[config.mk]
export PLATFORM = sky130hd
export DESIGN_NAME = shiftreg_universal_flat
export DESIGN_NICKNAME = d
export VERILOG_FILES = /design/src/rtl/shiftreg_pkg.sv /design/src/rtl/shiftreg_universal_if.sv /design/src/rtl/shiftreg_cell.sv /design/src/rtl/shiftreg_universal.sv /design/src/flat_wrapper.sv
export SDC_FILE = /design/constraint.sdc
export NUM_CORES = 1
export LEC_CHECK = 0
export ABC_AREA = 1
export CAP_MARGIN = 30
export CORE_MARGIN = 4
export CORE_UTILIZATION = 40
export DETAILED_ROUTE_END_ITERATION = 8
export PLACE_DENSITY_LB_ADDON = 0.12
export SYNTH_ARGS = -nofsm -noshare
export SYNTH_HDL_FRONTEND = slang
export SYNTH_SLANG_ARGS = --single-unit
[constraint.sdc]
create_clock -name clk -period 3.8 [get_ports clk]
set_clock_uncertainty 0.15 [all_clocks]
set_input_delay 0.38 -clock clk [delete_from_list [all_inputs] [get_ports clk]]
set_output_delay 0.38 -clock clk [all_outputs]
set_load 0.01 [all_outputs]
[src/rtl/shiftreg_pkg.sv]
// shiftreg_pkg: mode type and encodings shared by the shift/rotate family
package shiftreg_pkg;
  typedef logic [1:0] mode_t;
  localparam mode_t MODE_HOLD = 2'b00;
  localparam mode_t MODE_SHR  = 2'b01;
  localparam mode_t MODE_SHL  = 2'b10;
  localparam mode_t MODE_LOAD = 2'b11;
endpackage

[src/rtl/shiftreg_universal_if.sv]
// shiftreg_universal_if: control, serial and parallel signals of the universal shift register
interface shiftreg_universal_if #(parameter int WIDTH = 8);
  import shiftreg_pkg::*;
  localparam int CW = $clog2(WIDTH);
  logic en;
  mode_t mode;
  logic sin_r;
  logic sin_l;
  logic [WIDTH-1:0] d;
  logic [WIDTH-1:0] q;
  logic sout_r;
  logic sout_l;
  logic [CW-1:0] cnt;
  logic done;
  modport master (output en, mode, sin_r, sin_l, d, input q, sout_r, sout_l, cnt, done);
  modport slave (input en, mode, sin_r, sin_l, d, output q, sout_r, sout_l, cnt, done);
endinterface

[src/rtl/shiftreg_cell.sv]
// shiftreg_cell: one register bit, 4:1 mux (hold/from right neighbour/from left neighbour/load) plus flop
module shiftreg_cell
  import shiftreg_pkg::*;
(
  input  logic  clk,
  input  logic  clr,
  input  logic  en,
  input  mode_t mode,
  input  logic  from_hi,
  input  logic  from_lo,
  input  logic  d,
  output logic  q
);
  always_ff @(posedge clk or negedge clr)
    if (!clr) q <= 1'b0;
    else if (en) q <= mode == MODE_SHR ? from_hi : mode == MODE_SHL ? from_lo : mode == MODE_LOAD ? d : q;
endmodule

[src/rtl/shiftreg_universal.sv]
// shiftreg_universal: WIDTH-bit bidirectional shift register with load, clock enable
// and a frame counter that pulses done after every WIDTH shifts
module shiftreg_universal
  import shiftreg_pkg::*;
#(
  parameter int WIDTH = 8
) (
  input logic clk,
  input logic clr,
  shiftreg_universal_if.slave bus
);
  localparam int CW = $clog2(WIDTH);
  logic [WIDTH-1:0] q;
  logic [WIDTH+1:0] ext;
  logic [CW-1:0] cnt;
  logic done;
  logic shift;
  logic wrap;
  // serial inputs pad both ends so every cell sees uniform neighbours
  assign ext = {bus.sin_r, q, bus.sin_l};
  for (genvar i = 0; i < WIDTH; i++) begin : g_cell
    shiftreg_cell u_cell (
      .clk     (clk),
      .clr     (clr),
      .en      (bus.en),
      .mode    (bus.mode),
      .from_hi (ext[i+2]),
      .from_lo (ext[i]),
      .d       (bus.d[i]),
      .q       (q[i])
    );
  end
  assign shift = bus.en && (bus.mode == MODE_SHR || bus.mode == MODE_SHL);
  assign wrap  = cnt == CW'(WIDTH - 1);
  always_ff @(posedge clk or negedge clr)
    if (!clr) begin
      cnt  <= '0;
      done <= 1'b0;
    end else begin
      done <= shift && wrap;
      if (bus.en && bus.mode == MODE_LOAD) cnt <= '0;
      else if (shift) cnt <= wrap ? '0 : cnt + 1'b1;
    end
  assign bus.q      = q;
  assign bus.sout_r = q[0];
  assign bus.sout_l = q[WIDTH-1];
  assign bus.cnt    = cnt;
  assign bus.done   = done;
endmodule

[src/flat_wrapper.sv]
// flat-port wrapper written by rule: the top's interface ports become plain ports
module shiftreg_universal_flat import shiftreg_pkg::*;
#(
  parameter int WIDTH = 8
)
  (clk, clr, bus_en, bus_mode, bus_sin_r, bus_sin_l, bus_d, bus_q, bus_sout_r, bus_sout_l, bus_cnt, bus_done);
  shiftreg_universal_if #(.WIDTH(WIDTH)) bus_i ();
  input logic clk;
  input logic clr;
  input wire logic [$bits(bus_i.en)-1:0] bus_en;
  input wire logic [$bits(bus_i.mode)-1:0] bus_mode;
  input wire logic [$bits(bus_i.sin_r)-1:0] bus_sin_r;
  input wire logic [$bits(bus_i.sin_l)-1:0] bus_sin_l;
  input wire logic [$bits(bus_i.d)-1:0] bus_d;
  output wire logic [$bits(bus_i.q)-1:0] bus_q;
  output wire logic [$bits(bus_i.sout_r)-1:0] bus_sout_r;
  output wire logic [$bits(bus_i.sout_l)-1:0] bus_sout_l;
  output wire logic [$bits(bus_i.cnt)-1:0] bus_cnt;
  output wire logic [$bits(bus_i.done)-1:0] bus_done;
  assign bus_i.en = bus_en;
  assign bus_i.mode = bus_mode;
  assign bus_i.sin_r = bus_sin_r;
  assign bus_i.sin_l = bus_sin_l;
  assign bus_i.d = bus_d;
  assign bus_q = bus_i.q;
  assign bus_sout_r = bus_i.sout_r;
  assign bus_sout_l = bus_i.sout_l;
  assign bus_cnt = bus_i.cnt;
  assign bus_done = bus_i.done;
  shiftreg_universal #(.WIDTH(WIDTH)) u_core (.clk(clk), .clr(clr), .bus(bus_i));
endmodule
# == Word level (Yosys, flattened, before mapping) ==
# Cells that the tools add are included.
# word_totals
wordCells,49
output_inout_bits,14
in_bits,15
reg_bits,12
# classes
eq_ne,4
n_addsub,1
muxes,27
reduce_logical,7
# op_table
op,count
$mux 1,24
$mux 3,3
$eq 2x2->1 const B,2
$add 3x1->3 const B,1
$eq 3x3->1 const B,1
$logic_and 1x1->1,3
$reduce_bool 3->1,1
$eq 2x1->1 const B,1
$reduce_and 2->1,1
$reduce_bool 2->1,1
$logic_or 1x1->1,1

# == Logic depth before layout (Yosys ltp) ==
# Gate-level depths: netlist (run 1).
# logic_depth
depth_word,5
depth_mapped,8
mapped_depth_nobuf,7

# == Modules after synthesis ==
# From an unflattened synthesis (run 1), not the netlist that was laid out.
# unflattened
cells_unflattened,136
area_unflattened_um2,853.3
# modules_own_cells
module,seq_area_each_um2,cells_each,area_per_inst_um2,instances
shiftreg_cell,25.0,14,78.8,8
shiftreg_universal,100.1,24,222.7,1

# == Least setup slack after synthesis (run 1) ==
# OpenSTA, ideal clock, no wires.
# synth_path
path_kind,input to register
startpoint,input bus_mode[0]
endpoint,register u_core.g_cell[0].u_cell.q
arrival_time_ps,1092
cell_stages,8
slack_ps,2493
setup_time_ps,65
t_required_ps,3585
path_buffers,1
cell_sequence,inv_1 ha_1 buf_4 inv_1 nand2_1 nand3_1 nand2_1 nand2_1
# synth_via
elab_chain_len,3
word_cells_on_any_way,7
cone_classes,eq/ne (3); mux (2); reduce/logical (2)
# synth_lines
element,line,source
from (decl),flat_wrapper.sv:11,input wire logic [$bits(bus_i.mode)-1:0] bus_mode;
$eq 2x2->1 / $eq 2x1->1 (equally long branches),shiftreg_cell.sv:16,else if (en) q <= mode == MODE_SHR ? from_hi : mode == MODE_SHL ? from_lo : mode == MODE_LOAD ? d : q;
$reduce_bool 3->1 (no source line) / $mux 1 (equally long branches),-,
$reduce_and 2->1 (no source line) / $mux 1 (equally long branches),-,
to (signal assigned),shiftreg_cell.sv:16,
to (decl),shiftreg_cell.sv:12,output logic q
# Several ways; a longest one is shown, not always the timed one.
# A chain may end at the register's enable or synchronous reset.

# == Final worst setup path (run 1) ==
# layout_path
startpoint,register u_core.g_cell[6].u_cell.q
endpoint,output bus_q[6]
# layout_rtl
element,line,source
from (decl),shiftreg_cell.sv:12,
from (signal assigned),shiftreg_cell.sv:16,
to (decl),flat_wrapper.sv:15,output wire logic [$bits(bus_i.q)-1:0] bus_q;
# No word-level cell between the ends.

==> impl_metrics.tcl, run 1 <==
set metrics [dict create \
    grt_pass1_vias 687 \
    holdBufCountCts 0 \
    comb_power_share_pct 36.2 \
    timing.critical_path.slowest_stage_cell "clkdlybuf4s50_1" \
    vias 744 \
    grt_max_degree 17 \
    timing_worst_slew_pin_value_ns 0.565 \
    clockRootBuffer "clkbuf_4" \
    count_of_nets_left_with_antenna_violations_after_detail_routing 0 \
    synthesis_to_finish_area_growth_pct 32.8 \
    outcome "complete, no violations" \
    fmax_mhz 566 \
    clockBufferDepth 2 \
    ys_types 14 \
    routed_via_density 4.62 \
    timing.critical_path.from "u_core.g_cell[6].u_cell.q" \
    fin_worst_hold_slack_ns 0.319 \
    ctsHtreeMaxLevel 1 \
    synth_seq_cells 12 \
    leakage_nw 0.553 \
    antenna_cells_inserted 0 \
    numCtsBuffers 3 \
    synth_simple_gate_area_share_pct 39.1 \
    unrepaired_setup_endpoints_after_global_routing "no" \
    synthDominantCellAreaShare_pct 37.3 \
    commonest_cells_after_routing_fill_and_taps_aside "48 x nand2_1, 28 x clkdlybuf4s50_1, 16 x nor2_1, 12 x dfrtp_1, 10 x nand3_1" \
    synthesis.nets 136 \
    holdCritPathClass "in2async" \
    worst_setup_path_start_kind "flip-flop" \
    synth_cells 115 \
    final_nets 158 \
    initial_antenna_violation_count 0 \
    crit_fanout 4 \
    global_route_wire_length_before_repair_mm 2.94 \
    first_iter_violations 8 \
    synth-warning-count 0 \
    die-width_um 52.9 \
    share_seq_of_total_power_pct 40.7 \
    layout_commonest_cell "nand2_1" \
    swShare_pct 31.8 \
    tritoncts_clock_tree "yes" \
    setup.worst_path.class "reg2out" \
    die_area_sq_um 2800 \
    finalHoldViolations 0 \
    total_half_perimeter_wirelength_after_legalization_and_detailed_placement_mm 1.34 \
    power.share.clock_pct 23.1 \
    critical_path.reg2reg.endpoint "u_core.bus.cnt[2]" \
    finalSetupTns_ns 0 \
    global_route.usage.total_pct 14.2 \
    largest_family_of_logic_cells_by_synthesized_area "simple AND/OR/NAND/NOR gates" \
    timing.rr.start "u_core.bus.cnt[0]" \
    avgRoutedWirePerCell_um 10.9 \
    synth_compound_area_share_pct 0.621 \
    synth-seq-area-share_pct 37.3 \
    worst_setup_path_end_kind "output pin" \
    period_minus_slack_ns 1.77 \
    cp.arrival_ns 1.24 \
    syn-mean-instance-area_sq_um 7.01 \
    die-height_um 52.9 \
    synth.area.mux_share_pct 0 \
    ys_top_cells_by_area "dfrtp_1 37%, nand2_1 22%, ha_1 9.3%" \
    numClockSinks 12 \
    worst_slew_margin_rel_pct 62.2 \
    pin_count 29 \
    firstDrtPassIters 4 \
    grt-ovfl-total 0 \
    timing_max_transition_violations_final 0 \
    intPower_w 0.000301 \
    rows 15 \
    maxCapViolations 0 \
    remaining_drc_errors 0 \
    period_share_pct 46.5 \
    critical_path.n_buffers_inverters 1 \
    cts_repair_resize_count 0 \
    final_layout_size_suffix_gt1_share_pct 5.88 \
    p_sw_w 0.000141 \
    critPathRequiredTime_ns 3.27 \
    synth_xor_xnor_area_share_pct 0 \
    clkLatencyLatePin_ns 0.27 \
    placement.io_buffers 28 \
    post_synth_fa_ha_maj_area_fraction_pct 9.32 \
    chain_of_cells_forming_the_critical_path "clkdlybuf4s50_1" \
    timing.critical_path.max_delay_family "buffers and inverters" \
    critical-path-max-stage-delay_ns 0.56 \
    r2r_cells 4 \
    timing.final.setup_violations 0 \
    initial_utilization_pct 44.3 \
    post-cts-setup-buffers 0 \
    totalPowerFinal_w 0.000441 \
    synth.largest_area_cell "dfrtp_1" \
    placeableCoreArea_sq_um 1820 \
    gpl.final_weighted_congestion 0.842 \
    routed_wl_mm 1.75 \
    synthesis.area_sq_um 806 \
    clk_transition_reported_paths_ns 0.08 \
    worst-r2r-setup-slack_ns 2.49 \
    p_per_cell_area_nw_per_um2 413 \
    vdd_ir_drop_max_uv 240 \
]
power by group through the flow:
stage / clock (W) / sequential [W] / combinational, W
floorplan: 0 / 0.000185 / 0.0000849
global placement: 0 / 0.000181 / 0.000158
detailed placement: 0 / 0.000182 / 0.000161
CTS: 0.000106 / 0.000180 / 0.000161
global route: 0.000111 / 0.000185 / 0.000179
finish: 0.000102 / 0.000180 / 0.000160
registers in the layout (all words and copies together), names as in the netlist:
register / cells
u_core.g_cell.u_cell.q: 8
u_core.bus.done: 1
u_core.bus.cnt: 3
worst max path at each step:
stage	cells past startpoint	to	slack, ns
2_1_floorplan	8	u_core.g_cell[0].u_cell.q	2.49
3_3_place_gp	8	u_core.g_cell[2].u_cell.q	1.85
3_5_place_dp	8	u_core.g_cell[3].u_cell.q	1.78
4_1_cts	1	bus_q[6]	2.02
5_1_grt	8	u_core.g_cell[0].u_cell.q	1.95
6_report	1	bus_q[6]	2.03
cell families after synthesis:
kind of cell | after synthesis
fa+ha+maj | 6
simple gates | 78
flops | 12
buf+inv | 18
compound gates | 1
layer usage:
layer  GRT usage, %  part of all wire [%]
met1           19.6                    50
met2           21.9                    43
met3           2.54                   6.3
met4           5.11                  0.69
met5              0                     0
metrics by stage:
step | utilization (%) | instance area [sq um] | std cells | setup WS [ns]
floorplan | - | 806 | 115 | 2.49
global placement | 56.8 | 1030 | 157 | 1.85
detailed placement | 56.8 | 1030 | 157 | 1.78
CTS | 58.8 | 1070 | 161 | 2.02
global route | 58.8 | 1070 | 161 | 1.95
finish | 58.8 | 1070 | 161 | 2.03
cells in the mapped netlist:
master   number
buf_2         1
buf_4         9
buf_6         1
dfrtp_1      12
ha_1          6
inv_1         6
inv_2         1
nand2_1      48
nand2_2       1
nand3_1      10
nand4_1       1
nor2_1       16
nor2_2        2
o21ai_0       1
area by class of cell:
type / instances / area [sq um]
fill: 186 / 751
multi-input combinational: 85 / 395
sequential: 12 / 300
timing repair buffer: 28 / 280
clock buffer: 4 / 36.3
tap: 25 / 31.3
inverter: 7 / 26.3
Note: power is estimated with default switching activity, not from simulation.
==> run 2, diff against run 1 <==
CORE_UTILIZATION = 39   (was 40)
clock period = 1.55 ns   (was 3.8 ns; I/O delays follow)
==> run 2 against run 1 <==
Sequential share of layout area fell by 1.6 points. Sequential power rose by 140%. Global-route usage rose by 0.24 points. Register-to-register slack got worse by 2.3 ns. Core utilization fell by 0.92 points. First-iteration DRC count rose by 63%. Non-clock buffer count rose by 7. Cell count rose by 5.6%. Design area rose by 6.1%. Setup slack got worse by 2.0 ns. Clock power rose to 2.5 times the previous value. Critical endpoint is now bus_cnt[0]. Sequential cell count did not move.
==> impl_metrics.tcl, run 2 (synthesis results as in run 1) <==
set metrics [dict create \
    remaining_drc_errors 0 \
    placed_cell_area_sq_um 1070 \
    timing.rr.start "u_core.bus.cnt[0]" \
    period_minus_slack_ns 1.47 \
    grt-ovfl-total 0 \
    final_layout_size_suffix_gt1_share_pct 10.5 \
    period_share_pct 94.8 \
    timing_max_transition_violations_final 0 \
    leakage_nw 0.674 \
    die_area_sq_um 2860 \
    holdBufCountCts 0 \
    chain_of_cells_forming_the_critical_path "clkdlybuf4s50_1" \
    registers.top_by_ff_count "u_core.g_cell.u_cell.q" \
    synthesis_to_finish_area_growth_pct 40.8 \
    initial_antenna_violation_count 0 \
    routed_wl_mm 1.89 \
    utilization_pct 57.8 \
    timing.critical_path.max_delay_family "buffers and inverters" \
    rows 16 \
    grt_pass1_vias 696 \
    numClockSinks 12 \
    numCtsBuffers 3 \
    layout_commonest_cell "nand2_1" \
    critical-path-max-stage-delay_ns 0.54 \
    fmax_mhz 681 \
    maxCapViolations 0 \
    die-height_um 53.5 \
    antenna_cells_inserted 0 \
    ctsHtreeMaxLevel 1 \
    p_per_cell_area_nw_per_um2 970 \
    timing_worst_slew_pin_value_ns 0.316 \
    critical_path.n_buffers_inverters 1 \
    worst-r2r-setup-slack_ns 0.17 \
    final_nets 165 \
    placeableCoreArea_sq_um 1960 \
    top_regs "u_core.g_cell.u_cell.q: 8 flops, u_core.bus.cnt: 3 flops, u_core.bus.done: 1 flops" \
    critical_path.reg2reg.endpoint "u_core.bus.cnt[2]" \
    vdd_ir_drop_max_uv 578 \
    clockBufferDepth 2 \
    cp.arrival_ns 1.16 \
    global_route_wire_length_before_repair_mm 2.95 \
    clk_transition_reported_paths_ns 0.08 \
    holdCritPathClass "in2async" \
    crit_fanout 2 \
    number_of_flip_flops_in_the_largest_register 8 \
    timing.critical_path.slowest_stage_cell "clkdlybuf4s50_1" \
    routed_via_density 4.51 \
    r2r_cells 5 \
    unrepaired_setup_endpoints_after_global_routing "no" \
    clkLatencyLatePin_ns 0.28 \
    pre_cts_slack_ns -0.147 \
    firstDrtPassIters 4 \
    global_route.usage.total_pct 14.4 \
    worst_setup_path_end_kind "output pin" \
    finalHoldViolations 0 \
    gpl.final_weighted_congestion 0.733 \
    setup.worst_path.class "reg2out" \
    pin_count 29 \
    finalSetupTns_ns 0 \
    placement.io_buffers 28 \
    grt_max_degree 17 \
    worst_slack_ns 0.0805 \
    worst_slew_margin_rel_pct 78.9 \
    vias 767 \
    worst_setup_path_start_kind "flip-flop" \
    timing.final.setup_violations 0 \
    avgRoutedWirePerCell_um 11.1 \
    tritoncts_clock_tree "yes" \
    die-width_um 53.5 \
    first_iter_violations 13 \
    outcome "complete, no violations" \
    total_half_perimeter_wirelength_after_legalization_and_detailed_placement_mm 1.40 \
    commonest_cells_after_routing_fill_and_taps_aside "48 x nand2_1, 18 x clkdlybuf4s50_1, 16 x nor2_1, 12 x dfrtp_1, 10 x nand3_1" \
    critPathRequiredTime_ns 1.24 \
    count_of_nets_left_with_antenna_violations_after_detail_routing 0 \
    initial_utilization_pct 41.1 \
    final_design_area_no_fill_sq_um 1130 \
    clockRootBuffer "clkbuf_4" \
]
-- run 2: cell count changes in the layout (fill, tap and decap cells not counted), sizes merged --
cell,change
buf,+7
clkdlybuf4s50,-10
dlygate4sd2,+4
dlymetal6s2s,+6
-- run 2: where the power goes --
part	leakage (nW)	switching, W	internal, W
clock network	0.0210	0.000117	0.000143
logic	0.502	0.000189	0.000220
registers	0.151	0.0000556	0.000377
total	0.674	0.000361	0.000739
-- run 2: worst register-to-register path, stage by stage (launching register included) --
cell and delay, ns:
dfrtp_1 0.38, buf_4 0.14, ha_1 0.19, ha_1 0.27, nand3_1 0.09, nand2_1 0.05
-- run 2: timing repair --
action	CTS	global route
gates resized for setup	4	7
pin swaps	0	0
setup endpoints to repair	6	8
setup buffers	2	1
-- run 2: worst max-delay path by stage --
stage	start	to	slack, ns	cells past startpoint
final	u_core.bus.cnt[0]	bus_cnt[0]	0.08	1
after global routing	u_core.g_cell[0].u_cell.q	bus_sout_r	0.02	1
after CTS	u_core.bus.cnt[1]	bus_cnt[1]	0.003	1
after detailed placement	bus_mode[1]	u_core.bus.cnt[1]	-0.15	6
after global placement	bus_mode[1]	u_core.bus.cnt[0]	-0.09	6
after floorplan	u_core.bus.cnt[0]	u_core.bus.cnt[2]	0.28	4
-- run 2: metrics by stage --
step           instances  hold slack (ns)  total power (W)
6_report             170           0.0265          0.00110
5_1_grt              170           0.0322          0.00119
4_1_cts              169           0.0307          0.00113
3_5_place_dp         163            0.330         0.000854
3_3_place_gp         163            0.331         0.000842
2_1_floorplan        115           -0.291         0.000661
-- run 2: metal layers --
layer | GRT usage, % | wire, um
met5 | 0 | 0
met1 | 16.6 | 848
met3 | 3.94 | 142
met2 | 25.1 | 886
met4 | 5.11 | 16
-- run 2: area by class of cell --
class	instances	area, sq um
sequential	12	300
tap	27	33.8
multi-input combinational	85	395
fill	207	827
clock buffer	4	36.3
timing repair buffer	35	343
inverter	7	26.3
